--- config.mk ---
export PLATFORM = sky130hd
export DESIGN_NAME = prio_enc_queue
export DESIGN_NICKNAME = d
export VERILOG_FILES = /design/src/rtl/prio_enc_pkg.sv /design/src/rtl/prio_pick.sv /design/src/rtl/prio_enc_queue.sv
export SDC_FILE = /design/constraint.sdc
export NUM_CORES = 1
export LEC_CHECK = 0
export ABC_AREA = 1
export CAP_MARGIN = 10
export CORE_AREA = 3 3 41 43
export CTS_BUF_LIST = sky130_fd_sc_hd__clkbuf_2
export DETAILED_ROUTE_END_ITERATION = 7
export DIE_AREA = 0 0 44 46
export DONT_BUFFER_PORTS = 1
export GPL_TIMING_DRIVEN = 0
export SLEW_MARGIN = 20
export SYNTH_ARGS = -nofsm -noshare
export SYNTH_HDL_FRONTEND = slang
export SYNTH_SLANG_ARGS = --single-unit
--- constraint.sdc ---
create_clock -name clk -period 3.77 [get_ports clk]
set_clock_uncertainty 0.2 [all_clocks]
set_input_delay 0.9425 -clock clk [delete_from_list [all_inputs] [get_ports clk]]
set_output_delay 0.9425 -clock clk [all_outputs]
set_load 0.01 [all_outputs]
--- src/rtl/prio_enc_pkg.sv ---
// Shared constants and helpers for the registered priority-encoder queue.
//   PRIO_FIXED / PRIO_RR : arbitration mode selectors for RR_MODE
//   clog2()              : ceiling log2 usable in parameter context (minimum 1)
package prio_enc_pkg;

    localparam int unsigned PRIO_FIXED = 0;
    localparam int unsigned PRIO_RR    = 1;

    // Ceiling log2, clamped to 1 so a 2-input queue still gets a 1-bit index.
    function automatic int unsigned clog2(input int unsigned value);
        int unsigned r;
        r = 1;
        for (int i = 1; i < 32; i++) begin
            if ((64'(1) << i) < 64'(value)) begin
                r = 32'(i + 1);
            end
        end
        return r;
    endfunction

endpackage

--- src/rtl/prio_pick.sv ---
// Combinational request picker: first set bit of vec at or after start
// (wrapping past WIDTH-1 to 0) when rr_en, otherwise lowest set bit.
//   vec   : request vector to search
//   start : search origin for round-robin mode
//   rr_en : 1 = round-robin search, 0 = fixed (bit 0 highest)
//   sel   : chosen index (0 when nothing is found)
//   found : vec has at least one set bit
module prio_pick #(
    parameter int unsigned WIDTH = 8,
    parameter int unsigned IDX_W = 3
) (
    input  logic [WIDTH-1:0] vec,
    input  logic [IDX_W-1:0] start,
    input  logic             rr_en,
    output logic [IDX_W-1:0] sel,
    output logic             found
);

    logic [2*WIDTH-1:0] dbl;

    // Doubling the vector is the rotation: the window [base, base+WIDTH)
    // is the vector rotated by base, and folding the hit back by WIDTH
    // un-rotates it. Scanning downwards lets the lowest hit win.
    always_comb begin
        int base;
        dbl   = {vec, vec};
        base  = rr_en ? int'(start) : 0;
        sel   = '0;
        found = 1'b0;
        for (int i = int'(2 * WIDTH) - 1; i >= 0; i--) begin
            if (i >= base && i < base + int'(WIDTH) && dbl[i]) begin
                found = 1'b1;
                sel   = IDX_W'((i >= int'(WIDTH)) ? i - int'(WIDTH) : i);
            end
        end
    end

endmodule

--- src/rtl/prio_enc_queue.sv ---
// Sticky request collector with one-at-a-time grant issue over valid/ready.
//   clk, rst    : clock, synchronous active-high reset
//   req_in      : request bits, each sets its pending bit
//   clear_all   : flush pending (same-cycle requests dropped, output untouched)
//   out_ready   : consumer accepts the current grant
//   out_valid   : out_idx holds a granted request
//   out_idx     : granted request index
//   pending     : registered pending vector
//   any_pending : registered OR of pending
module prio_enc_queue
    import prio_enc_pkg::*;
#(
    parameter int unsigned WIDTH   = 8,
    parameter int unsigned IDX_W   = clog2(WIDTH),
    parameter int unsigned RR_MODE = PRIO_FIXED
) (
    input  logic             clk,
    input  logic             rst,
    input  logic [WIDTH-1:0] req_in,
    input  logic             clear_all,
    input  logic             out_ready,
    output logic             out_valid,
    output logic [IDX_W-1:0] out_idx,
    output logic [WIDTH-1:0] pending,
    output logic             any_pending
);

    localparam bit RR_EN = (RR_MODE == PRIO_RR);

    logic [WIDTH-1:0] pending_q;
    logic [WIDTH-1:0] pending_next;
    logic [WIDTH-1:0] clr_mask;
    logic [IDX_W-1:0] ptr_q;
    logic [IDX_W-1:0] ptr_next;
    logic [IDX_W-1:0] idx_q;
    logic [IDX_W-1:0] sel;
    logic             valid_q;
    logic             any_q;
    logic             found;
    logic             load;

    // Selection looks only at the registered pending vector.
    prio_pick #(
        .WIDTH (WIDTH),
        .IDX_W (IDX_W)
    ) u_pick (
        .vec   (pending_q),
        .start (ptr_q),
        .rr_en (RR_EN),
        .sel   (sel),
        .found (found)
    );

    // Load when the output slot is free or being freed this cycle.
    always_comb begin
        load         = (!valid_q || out_ready) && found && !clear_all;
        clr_mask     = load ? (WIDTH'(1) << sel) : '0;
        // OR-ing req_in after the clear makes a coincident request re-set the bit.
        pending_next = clear_all ? '0 : ((pending_q & ~clr_mask) | req_in);
        ptr_next     = (sel == IDX_W'(WIDTH - 1)) ? '0 : sel + IDX_W'(1);
    end

    // Pending, pointer and output registers.
    always_ff @(posedge clk) begin
        if (rst) begin
            pending_q <= '0;
            any_q     <= 1'b0;
            ptr_q     <= '0;
            idx_q     <= '0;
            valid_q   <= 1'b0;
        end else begin
            pending_q <= pending_next;
            any_q     <= |pending_next;
            if (load) begin
                valid_q <= 1'b1;
                idx_q   <= sel;
                ptr_q   <= ptr_next;
            end else if (out_ready) begin
                valid_q <= 1'b0;
            end
        end
    end

    assign out_valid   = valid_q;
    assign out_idx     = idx_q;
    assign pending     = pending_q;
    assign any_pending = any_q;

endmodule

==> impl_results.md <==
- Status: completed
- Place WS: roughly 1600 ps
- Unrepaired setup endpoints after global routing: false
- Rel. slew slack: 0.7798
- Mapped cell area: ~700 µm²
- Vias: 587
- Total GRT Usage: 0.1391
- Overall power: roughly 0.28 mW
- Ys async rst share: 0
- GRT met2 Usage: 0.2209
- Worst Hold Endpoint: out_idx[1]
- Final ANT Viol Nets: 0
- Sum Neg Setup Slack: 0 ps
- Ant. Diodes: 0
- Fin cells: 123
- Post_cts resized: 0
- Final hold violation count: 0
- Sequential-to-total area share from yosys stat: 0.3817
- Reg-to-Reg End: any_pending
- Busiest grt layer: met2
- Worst reg-to-reg setup slack: 1970 ps
- Fin crit period: 1906 ps
- CTS tree: yes
- Hold Startpoint: out_idx[1]
- Post-CTS Hold Fix Bufs: 0
- Adder-cell share of the synthesized area: 0
- Pre-antenna DRT Iters: 4
- Worst-Margin Slew: 329.8 ps
- Worst-path fanout max: 4
- Post-synthesis mux area share: 0
- HP Class: reg2reg
- Top_reg_cell synth: dfxtp_1
- CTS sink count: 13
- Vias in the first global route: 518
- Ys Warns: 0
- Die area: 2024 µm²
- Count leader, synth: nand2_1
- Mean Syn Cell Area: approximately 6.6 µm²
- Mapped Nets: 116
- Die Wd: about 44 µm
- Post-route setup slack: roughly 1900 ps
- Critical Path RT: 2630 ps
- Area Growth Syn to Fin: 5.688%
- Clock tree buffer depth: 2
- Maximum resistive drop on vdd: 0.1607 mV
- Nets@finish: roughly 120
- Distinct cells, synth: 15
- Met1 Track Usage GR: 0.1769
- Placed insts: 119
- Maxcap violations: 0
- Final HPWL DP: between 1000 and 1500 µm
- IO buf count: 0
- Synth Area in Compound Gates: 0.1303
- Final GP Congestion: 0.7332
- Largest net degree at the start of global routing: 10
- Num CTS Buffers: 3
- Die Ht: approximately 46 µm
- Yosys reg bits: 13
- Xor/xnor cell area share of the yosys netlist: 0
- Share of layout cells above drive strength 1: 0.1852
- Post-DP Area: 700.7 µm²
- Top cells by instance count after synthesis: nand2_1, inv_1, dfxtp_1
- Pwr Density: ~390 nW/µm²
- Overflow after GRT: 0
- Cell taking the most area after synthesis: dfxtp_1
- Via-to-Cell Ratio: 4.772
- Synth Area in Simple Gates: 0.3670
- Fmax: 0.5247 GHz
- Final core occ: 0.5403
- Starting Density: 0.5113
- Hold slack: ~310 ps
- Final instance area: around 720 µm²
- Mapped Cells: 104
- DRT Wirelength: 1310 µm
- Hold depth: 2
- Postcts setup bufs: 0
- Number of synthesized flops with an enable pin: 0
- Core region area: 1334 µm²
- Avg WL per Cell: approximately 11 µm
- Clock transition at path regs: 140 ps
- Finish-stage setup viols: 0
- First-pass GRT wire length: 2076 µm
- Slew Limit Fails: 0
- Drc violations: 0
- Worst setup SP type: register
- Combinational family with the most area after synthesis: simple AND/OR/NAND/NOR gates
- Met3 Use GR: 0.03953
- R2R Path Start: pending[3]
- LEAKAGE: around 0.35 nW
- Worst Reg-to-Reg Cells: 9
- Top cells by area, synth: dfxtp_1, nand2_1, inv_1
- Clk_lat worst skew: 270 ps
- FP Rows: 13
- WS Path Type: reg2out
- Tcrit/Tclk final: 0.5055
- Top cell type's share of synthesized area: 0.3817
- Initial DRC count: 7
- Critical path arrival: roughly 760 ps
- I/O pins: 25
- Crit end category: primary output
- H-tree levels: 1
- CTS Root Cell: clkbuf_2
- Initial antenna violation count: 0
worst max-delay path by stage:
stage          cells past startpoint  startpoint           to
6_report                           0  pending[1]   pending[1]
5_1_grt                            9   out_ready  any_pending
4_1_cts                            0  pending[1]   pending[1]
3_5_place_dp                       9   out_ready  any_pending
3_3_place_gp                       9   out_ready  any_pending
2_1_floorplan                      9   out_ready  any_pending
placed cells by master (no fill, tap or decap):
cell type,instances
nor2_1,11
inv_2,4
a21oi_1,11
nor2_4,2
nand3_1,3
nand4_2,1
and2_4,1
o21bai_2,1
nor2_2,3
nand2_2,3
o21ai_0,2
nand2_1,30
dfxtp_1,13
a211oi_2,1
clkbuf_2,4
inv_1,18
routing by layer:
metal	routed length, µm	vias to the layer above	part of all wire
met5	0	-	0
met3	89	2	0.068
met2	577	19	0.44
li1	-	323	-
met1	631	243	0.48
met4	11	0	0.0084
cell type report:
| type | count | area (µm²) |
|---|---|---|
| flip-flops and latches | 13 | 260.3 |
| well taps | 15 | 18.77 |
| fillers | 136 | 613.1 |
| multi-input cells | 69 | 339.1 |
| inverters | 22 | 82.58 |
| clock buffers | 4 | 20.02 |
cells by family (layout without fill, tap and decap cells):
group,Yosys count,in the layout
buffers and inverters,22,26
flip-flops,13,13
AND/OR/NAND/NOR,54,54
AO/OA/AOI/OAI,15,15
flip-flops by register name (all words and copies together) (netlist names):
register	cells
any_pending	1
out_idx	3
pending	8
out_valid	1
where the power goes:
| part | leakage [nW] | total, mW | internal (mW) | switching, mW |
|---|---|---|---|---|
| Sequential | 0.107 | 0.157 | 0.146 | 0.0113 |
| Combinational | 0.230 | 0.0510 | 0.0183 | 0.0326 |
| Clock | 0.0166 | 0.0757 | 0.0281 | 0.0475 |
(Power assumes the default switching activity.)
